[config.mk]
export PLATFORM = sky130hd
export DESIGN_NAME = mvm_seq_ctrl_flat
export DESIGN_NICKNAME = d
export VERILOG_FILES = /design/src/rtl/mvm_seq_ctrl_if.sv /design/src/rtl/mvm_seq_ctrl.sv /design/src/flat_wrapper.sv
export SDC_FILE = /design/constraint.sdc
export NUM_CORES = 1
export LEC_CHECK = 0
export CORE_UTILIZATION = 54
export DETAILED_ROUTE_END_ITERATION = 6
export GPL_ROUTABILITY_DRIVEN = 0
export PLACE_DENSITY = 0.83
export SYNTH_ARGS = -nofsm -noshare
export SYNTH_HDL_FRONTEND = slang
export SYNTH_SLANG_ARGS = --single-unit
[constraint.sdc]
create_clock -name clk -period 2.5 [get_ports clk]
set_input_delay 0.25 -clock clk [delete_from_list [all_inputs] [get_ports clk]]
set_output_delay 0.25 -clock clk [all_outputs]
set_load 0.1 [all_outputs]
[src/rtl/mvm_seq_ctrl_if.sv]
// Stream handshakes plus datapath address/control bundle for the mvm_seq_ctrl sequencer.
// master = sequencer side, slave = stream source / datapath / result sink side.
interface mvm_seq_ctrl_if #(
    parameter int M  = 10,
    parameter int N  = 8,
    parameter int AW = $clog2(M*N),
    parameter int XW = $clog2(N),
    parameter int BW = $clog2(M)
);
    logic          s_valid;
    logic          s_ready;
    logic          m_valid;
    logic          m_ready;
    logic          wr_en_x;
    logic [XW-1:0] addr_x;
    logic [AW-1:0] addr_w;
    logic [BW-1:0] addr_b;
    logic          acc_first;
    logic          acc_en;
    logic          relu_en;
    logic [BW-1:0] row_idx;

    modport master (
        input  s_valid, m_ready,
        output s_ready, m_valid, wr_en_x, addr_x, addr_w, addr_b,
               acc_first, acc_en, relu_en, row_idx
    );

    modport slave (
        output s_valid, m_ready,
        input  s_ready, m_valid, wr_en_x, addr_x, addr_w, addr_b,
               acc_first, acc_en, relu_en, row_idx
    );
endinterface

[src/rtl/mvm_seq_ctrl.sv]
// Sequencer for a shared matrix-vector MAC datapath: loads an N-word vector, then runs M rows.
// Optional MVM_SEQ_PERF_EN adds stall_cnt / frame_cnt performance counter ports.
module mvm_seq_ctrl #(
    parameter int M  = 10,
    parameter int N  = 8,
    parameter int AW = $clog2(M*N),
    parameter int XW = $clog2(N),
    parameter int BW = $clog2(M)
) (
    input  logic           clk,
    input  logic           reset,
    mvm_seq_ctrl_if.master bus
`ifdef MVM_SEQ_PERF_EN
    ,
    output logic [31:0]    stall_cnt,
    output logic [31:0]    frame_cnt
`endif
);

    typedef enum logic [1:0] {LOAD, RUN, DRAIN, OUT} state_t;

    state_t        state;
    logic [XW-1:0] cnt;
    logic          drain_cnt;
    logic          s_ready;
    logic          m_valid;
    logic [AW-1:0] addr_w;
    logic [BW-1:0] row_idx;
    logic          issue, first;
    logic          issue_d1, first_d1;
    logic          acc_en, acc_first, relu_en;
    logic          accept;

    assign accept        = bus.s_valid && s_ready;
    assign bus.s_ready   = s_ready;
    assign bus.m_valid   = m_valid;
    assign bus.wr_en_x   = accept;
    assign bus.addr_x    = cnt;
    assign bus.addr_w    = addr_w;
    assign bus.addr_b    = row_idx;
    assign bus.row_idx   = row_idx;
    assign bus.acc_en    = acc_en;
    assign bus.acc_first = acc_first;
    assign bus.relu_en   = relu_en;

    // NOTE: non-blocking assignments throughout so every register samples pre-edge values,
    // which is what makes the two-stage issue->acc_en delay line below line up.
    always_ff @(posedge clk or negedge reset) begin
        if (!reset) begin
            state     <= LOAD;
            cnt       <= '0;
            drain_cnt <= 1'b0;
            s_ready   <= 1'b0;
            m_valid   <= 1'b0;
            addr_w    <= '0;
            row_idx   <= '0;
            issue     <= 1'b0;
            first     <= 1'b0;
            issue_d1  <= 1'b0;
            first_d1  <= 1'b0;
            acc_en    <= 1'b0;
            acc_first <= 1'b0;
            relu_en   <= 1'b0;
        end else begin
            // Read latency (1) plus multiplier register (1) between issue and accumulate.
            issue_d1  <= issue;
            first_d1  <= first;
            acc_en    <= issue_d1;
            acc_first <= first_d1;
            relu_en   <= acc_en && !issue_d1;

            case (state)
                LOAD: begin
                    s_ready <= 1'b1;
                    if (accept) begin
                        if (cnt == XW'(N-1)) begin
                            s_ready <= 1'b0;
                            cnt     <= '0;
                            issue   <= 1'b1;
                            first   <= 1'b1;
                            state   <= RUN;
                        end else begin
                            cnt <= cnt + 1'b1;
                        end
                    end
                end
                RUN: begin
                    first <= 1'b0;
                    if (cnt == XW'(N-1)) begin
                        issue     <= 1'b0;
                        drain_cnt <= 1'b0;
                        state     <= DRAIN;
                    end else begin
                        cnt    <= cnt + 1'b1;
                        addr_w <= addr_w + 1'b1;
                    end
                end
                DRAIN: begin
                    if (drain_cnt) begin
                        m_valid <= 1'b1;
                        state   <= OUT;
                    end else begin
                        drain_cnt <= 1'b1;
                    end
                end
                OUT: begin
                    if (bus.m_ready) begin
                        m_valid <= 1'b0;
                        cnt     <= '0;
                        if (row_idx == BW'(M-1)) begin
                            // Frame done: addr_w wraps here and only here.
                            row_idx <= '0;
                            addr_w  <= '0;
                            s_ready <= 1'b1;
                            state   <= LOAD;
                        end else begin
                            row_idx <= row_idx + 1'b1;
                            addr_w  <= addr_w + 1'b1;
                            issue   <= 1'b1;
                            first   <= 1'b1;
                            state   <= RUN;
                        end
                    end
                end
                default: state <= LOAD;
            endcase
        end
    end

`ifdef MVM_SEQ_PERF_EN
    always_ff @(posedge clk or negedge reset) begin
        if (!reset) begin
            stall_cnt <= '0;
            frame_cnt <= '0;
        end else begin
            if (state == OUT && !bus.m_ready)
                stall_cnt <= stall_cnt + 32'd1;
            if (state == OUT && bus.m_ready && row_idx == BW'(M-1))
                frame_cnt <= frame_cnt + 32'd1;
        end
    end
`endif

endmodule

[src/flat_wrapper.sv]
// flat-port wrapper written by rule: the top's interface ports become plain ports
module mvm_seq_ctrl_flat 
#(
    parameter int M  = 10,
    parameter int N  = 8,
    parameter int AW = $clog2(M*N),
    parameter int XW = $clog2(N),
    parameter int BW = $clog2(M)
)
  (clk, reset, bus_s_valid, bus_m_ready, bus_s_ready, bus_m_valid, bus_wr_en_x, bus_addr_x, bus_addr_w, bus_addr_b, bus_acc_first, bus_acc_en, bus_relu_en, bus_row_idx);
  mvm_seq_ctrl_if #(.M(M), .N(N), .AW(AW), .XW(XW), .BW(BW)) bus_i ();
  input  logic clk;
  input  logic reset;
  input wire logic [$bits(bus_i.s_valid)-1:0] bus_s_valid;
  input wire logic [$bits(bus_i.m_ready)-1:0] bus_m_ready;
  output wire logic [$bits(bus_i.s_ready)-1:0] bus_s_ready;
  output wire logic [$bits(bus_i.m_valid)-1:0] bus_m_valid;
  output wire logic [$bits(bus_i.wr_en_x)-1:0] bus_wr_en_x;
  output wire logic [$bits(bus_i.addr_x)-1:0] bus_addr_x;
  output wire logic [$bits(bus_i.addr_w)-1:0] bus_addr_w;
  output wire logic [$bits(bus_i.addr_b)-1:0] bus_addr_b;
  output wire logic [$bits(bus_i.acc_first)-1:0] bus_acc_first;
  output wire logic [$bits(bus_i.acc_en)-1:0] bus_acc_en;
  output wire logic [$bits(bus_i.relu_en)-1:0] bus_relu_en;
  output wire logic [$bits(bus_i.row_idx)-1:0] bus_row_idx;
  assign bus_i.s_valid = bus_s_valid;
  assign bus_i.m_ready = bus_m_ready;
  assign bus_s_ready = bus_i.s_ready;
  assign bus_m_valid = bus_i.m_valid;
  assign bus_wr_en_x = bus_i.wr_en_x;
  assign bus_addr_x = bus_i.addr_x;
  assign bus_addr_w = bus_i.addr_w;
  assign bus_addr_b = bus_i.addr_b;
  assign bus_acc_first = bus_i.acc_first;
  assign bus_acc_en = bus_i.acc_en;
  assign bus_relu_en = bus_i.relu_en;
  assign bus_row_idx = bus_i.row_idx;
  mvm_seq_ctrl #(.M(M), .N(N), .AW(AW), .XW(XW), .BW(BW)) u_core (.clk(clk), .reset(reset), .bus(bus_i));
endmodule
Word-level counts from Yosys, hierarchy flattened
Index checks and enable logic that the tools add are counted.

Flip-flop bits (word level): 26.

Add/sub/neg operators: 3. Eq/ne operators: 13. Muxes and demuxes: 33. Reduce and logical (&&, ||, !) cells: 18.

Operators by type and width (number): 7-bit two-way mux (3); 7-bit case mux with 2 select lines (1); 1-bit two-way mux (12); 3-bit two-way mux (4); 2-bit two-way mux (5); 5-bit AND reduction (2); 3-bit case mux with 3 select lines (1); 3-bit AND reduction (3); 2-bit by 1-bit != test with 1-bit output, second input constant (4); 2-bit != test, second input constant (4); 2-bit case mux with 4 select lines (1); 2-bit nonzero test (4); 7-bit by 1-bit adder with 7-bit output, second input constant (1); 1-bit case mux with 2 select lines (3); 1-bit case mux with 3 select lines (2); 6-bit AND reduction (1); 4-bit by 1-bit adder with 4-bit output, second input constant (1); 2-bit equality test, second input constant (2); 4-bit equality test, second input constant (1); 4-bit two-way mux (1); 2-bit AND reduction (2); 4-bit AND reduction (1); 3-bit by 1-bit adder with 3-bit output, second input constant (1); 3-bit equality test, second input constant (1); other kinds (5) (6).

Logic depth before layout (Yosys ltp)
Word-level depth: 4. Mapped depth: 7. Depth with buffers taken out: 6.

Least setup slack after synthesis
OpenSTA, ideal clock, no wires.

Kind: register to register. From: register u_core.s_ready (netlist: u_core.bus.s_ready). To: register u_core.cnt[0] (netlist: u_core.bus.addr_x[0]). Arrival time: 2.443 ns. Required time: 2.433 ns. Slack: -0.009 ns. Cell stages (with the launch flop): 5. Path buffers: 0. Cells stage by stage: dfrtp_1 and2_1 o211ai_1 nor3_1 a21o_1.

Cells in the longest elaborated chain, start to end: 3.

Ends and longest elaborated chain: from (decl) (RTL line mvm_seq_ctrl.sv:25) `logic s_ready;`; from (signal assigned) (RTL line mvm_seq_ctrl.sv:53) `s_ready <= 1'b0;`; from (signal assigned) (RTL line mvm_seq_ctrl.sv:74) `s_ready <= 1'b1;`; from (signal assigned) (RTL line mvm_seq_ctrl.sv:77) `s_ready <= 1'b0;`; 1-bit logical AND (RTL line mvm_seq_ctrl.sv:34) `assign accept = bus.s_valid && s_ready;`; via bus_wr_en_x (RTL line flat_wrapper.sv:18) `output wire logic [$bits(bus_i.wr_en_x)-1:0] bus_wr_en_x;`; 2-bit != test (no source line); 4-bit AND reduction (no source line); to (signal assigned) (RTL line mvm_seq_ctrl.sv:83) `cnt <= cnt + 1'b1;`; to (signal assigned) (RTL line mvm_seq_ctrl.sv:94) `cnt <= cnt + 1'b1;`; to (decl) (RTL line mvm_seq_ctrl.sv:23) `logic [XW-1:0] cnt;`.

The timed path passes the listed nets, and every way through them passes these cells. A chain may end at the register's enable or synchronous reset.

Worst setup path in the final report
From: register u_core.state[1]. To: register u_core.addr_w[5] (netlist: u_core.bus.addr_w[5]).

Cells in the longest elaborated chain, start to end: 3.

Ends and longest elaborated chain: from (decl) (RTL line mvm_seq_ctrl.sv:22) `state_t state;`; from (signal assigned) (RTL line mvm_seq_ctrl.sv:50) `state <= LOAD;`; from (signal assigned) (RTL line mvm_seq_ctrl.sv:81) `state <= RUN;`; from (signal assigned) (RTL line mvm_seq_ctrl.sv:92) `state <= DRAIN;`; 2-bit by 1-bit equality test with 1-bit output / 2-bit equality test (equally long branches) (RTL line mvm_seq_ctrl.sv:72) `case (state)`; 2-bit != test (no source line) / 2-bit nonzero test (equally long branches); 3-bit AND reduction (no source line); to (signal assigned) (RTL line mvm_seq_ctrl.sv:95) `addr_w <= addr_w + 1'b1;`; to (signal assigned) (RTL line mvm_seq_ctrl.sv:118) `addr_w <= addr_w + 1'b1;`; to (decl) (RTL line mvm_seq_ctrl.sv:27) `logic [AW-1:0] addr_w;`.

Several ways; a longest one is shown, not always the timed one.

==> summary.md <==
| Metric | Value |
|---|---|
| Clk_lat worst skew | `320 ps` |
| Num ports | `28` |
| Initial DRC Count | `26` |
| Post-DP HPWL | `1944 um` |
| Share of cells above drive strength 1 | `a little under a quarter` |
| Clk root buf | `clkbuf_4` |
| Setup violators final | `0` |
| CTS tree | `done` |
| First-pass GRT wire length | `around 4300 um` |
| Avg Cell Area, Syn | `between 10 and 15 um^2` |
| Vias | `between 1k and 1.5k` |
| Routed wire length | `2553 um` |
| Num CTS Buffers | `3` |
| Finished Layout Cells | `about 190` |
| CP Max Fanout | `12` |
| Delay-heaviest family, CP | `compound AO/OA/AOI/OAI gates` |
| Synthesized flop and latch total | `26` |
| Core Area | `roughly 0.0025 mm^2` |
| Max-slew violations | `0` |
| Die Area | `0.002832 mm^2` |
| Placed cells | `~190` |
| Clock skew | `between 6 and 7 ps` |
| DRC | `0` |
| Endpoint class of the critical path | `flop` |
| Final min period | `around 1800 ps` |
| Slew HR | `about two thirds` |
| Vias in the first global route | `~1k` |
| 1st-pass router iterations | `4` |
| CTS Buffer Depth | `2` |
| Final #Nets | `approximately 170` |
| Synth top area share | `between 40% and 50%` |
| Most common cell after layout, fill and taps aside | `dfrtp_1` |
| Crit-path slowest cell | `dfrtp_1` |
| Post-CTS Hold Buffers | `0` |
| CP Buf/Inv Count | `1` |
| Mapped Area | `between 0.001 and 0.0015 mm^2` |
| Via/cell ratio | `about 5.6` |
| Worst endpoint required time | `roughly 2700 ps` |
| Clock transition at path regs | `~140 ps` |
| Clk sink count | `26` |
| H-tree depth | `1` |
| Syn nets | `between 100 and 150` |
| Initial Utilization | `between 50% and 60%` |
| GRT Overall Usage | `about a fifth` |
| Die height | `approximately 53 um` |
| Crit path from | `u_core.state[1]` |
| RSZ-0062 raised after global routing | `false` |
| Post-CTS Setup Inserts | `0` |
| GRT Residual Overflow | `0` |
| PortBufs | `27` |
| Remaining antenna violation count | `0` |
| Fmax | `approximately 560 MHz` |
| Commonest cells after routing, fill and taps aside | `dfrtp_1, buf_4, o21ai_0` |
| Netlist cell types | `38` |
| HP Class | `input port to async pin` |
| Reg2reg start | `u_core.state[1]` |
| Critical path, cell by cell | `inv_1 -> ha_1 -> nand2_1 -> o211ai_1 -> nor2_4 -> a22o_1` |
| Setup CP Type | `flop to flop` |
| Rows | `18` |
| Crit start category | `flop` |
| CP peak stage delay | `450 ps` |
| Status | `finished, final reports clean` |
| Seq/Total Area, Yosys | `a little under half` |
| Syn-to-layout area delta | `17.93%` |
| Cells after Synth | `about 130` |
| Diode count | `0` |
| Cts repair resizes | `0` |
| Ys Warns | `0` |
| Final hold vios | `0` |
| Final worst path period share | `71.12%` |
| WP data arrival | `~2000 ps` |
| Horiz. Die Dim | `about 53 um` |
| Top post-synthesis cells by area | `dfrtp_1, ha_1, o21ai_0` |
| Routed WL per cell | `between 10 and 15 um` |
| Largest area contributor in the netlist | `dfrtp_1` |
| Max cap viols | `0` |
| Initial antenna violation count | `0` |
| Largest net degree at the start of global routing | `27` |
| Worst-Margin Slew | `508.4 ps` |
| Fin Setup TNS | `0 ps` |
-- worst reg2reg max path, delay by kind of cell, from the launching register on --
| family | cells | cell delay, ps |
|---|---|---|
| AOI/OAI and AO/OA | 2 | 480 |
| adders and majority gates | 1 | 390 |
| buffers and inverters | 1 | 140 |
| DFF | 1 | 450 |
| and+or+nand+nor | 2 | 230 |
-- registers in the layout, summed over array words and instances, names as in the netlist --
register	cells
u_core.bus.addr_w	7
u_core.bus.acc_first	1
u_core.bus.addr_b	4
u_core.bus.m_valid	1
u_core.bus.s_ready	1
u_core.issue	1
u_core.first_d1	1
u_core.state	2
u_core.drain_cnt	1
u_core.bus.acc_en	1
u_core.issue_d1	1
u_core.first	1
u_core.bus.relu_en	1
u_core.bus.addr_x	3
-- layout make-up --
cell class                 instances  area (um^2)
fill                             203        807.0
multi-input combinational         95        689.4
sequential                        26        650.6
timing repair buffer              28        217.7
tap                               30        37.54
clock inverter                     1        30.03
clock buffer                       3        22.52
inverter                           6        22.52
-- cells by family (layout without fill, tap and decap cells) --
kind of cell	count (synthesis)	after routing	synth area share, %
simple gates	45	45	18.91
compound gates	36	36	18.20
flops	26	26	45.94
buf+inv	13	38	5.477
fa+ha+maj	10	10	8.834
xor+xnor	2	2	1.237
mux	2	2	1.413
-- final timing paths --
kind	end	cells past startpoint	slack [ps]
max in group asynchronous	u_core.bus.addr_w[1]	2	1960
min in group clk	u_core.bus.acc_first	0	370
min	u_core.bus.relu_en	2	280
min reg2reg	u_core.bus.acc_first	0	370
max	u_core.bus.addr_w[5]	6	720
max reg2reg	u_core.bus.addr_w[5]	6	720
-- synthesized netlist by cell type (all sizes together) --
cell     instances
and2             2
o211a            1
a31oi            1
o2bb2ai          2
a22oi            1
nor4b            1
nor2b            8
a21o             3
and2b            1
and4bb           1
nand3            3
nor3             3
buf              7
nor2             7
nor3b            1
o22ai            1
dfrtp           26
a2111oi          1
a22o             4
inv              6
nand2           10
a21oi            3
o21ai           16
nand2b           3
nand4            1
xnor2            2
mux2i            2
o211ai           2
ha              10
and3             4
a211oi           1
-- layer usage --
metal  global-route usage, %  share of wire, %  vias up
li1                        -                 -      517
met1                   25.54                44      513
met2                   37.08                51       22
met3                   4.310               4.1        4
met4                   5.263              0.90        0
met5                       0                 0        -
-- per-stage QoR --
step	worst slack, ps	hold slack (ps)	utilization, %	area [um^2]
floorplan	180.5	-45.59	-	1418
finish	722.0	280.2	67.42	1670
global placement	752.5	332.4	65.30	1618
CTS	723.5	287.1	67.42	1670
detailed placement	742.7	334.7	65.30	1618
global route	575.5	292.0	67.42	1670
Power is not shown: default switching activity piles up to over one toggle a cycle in this logic, so the estimate is an artifact.
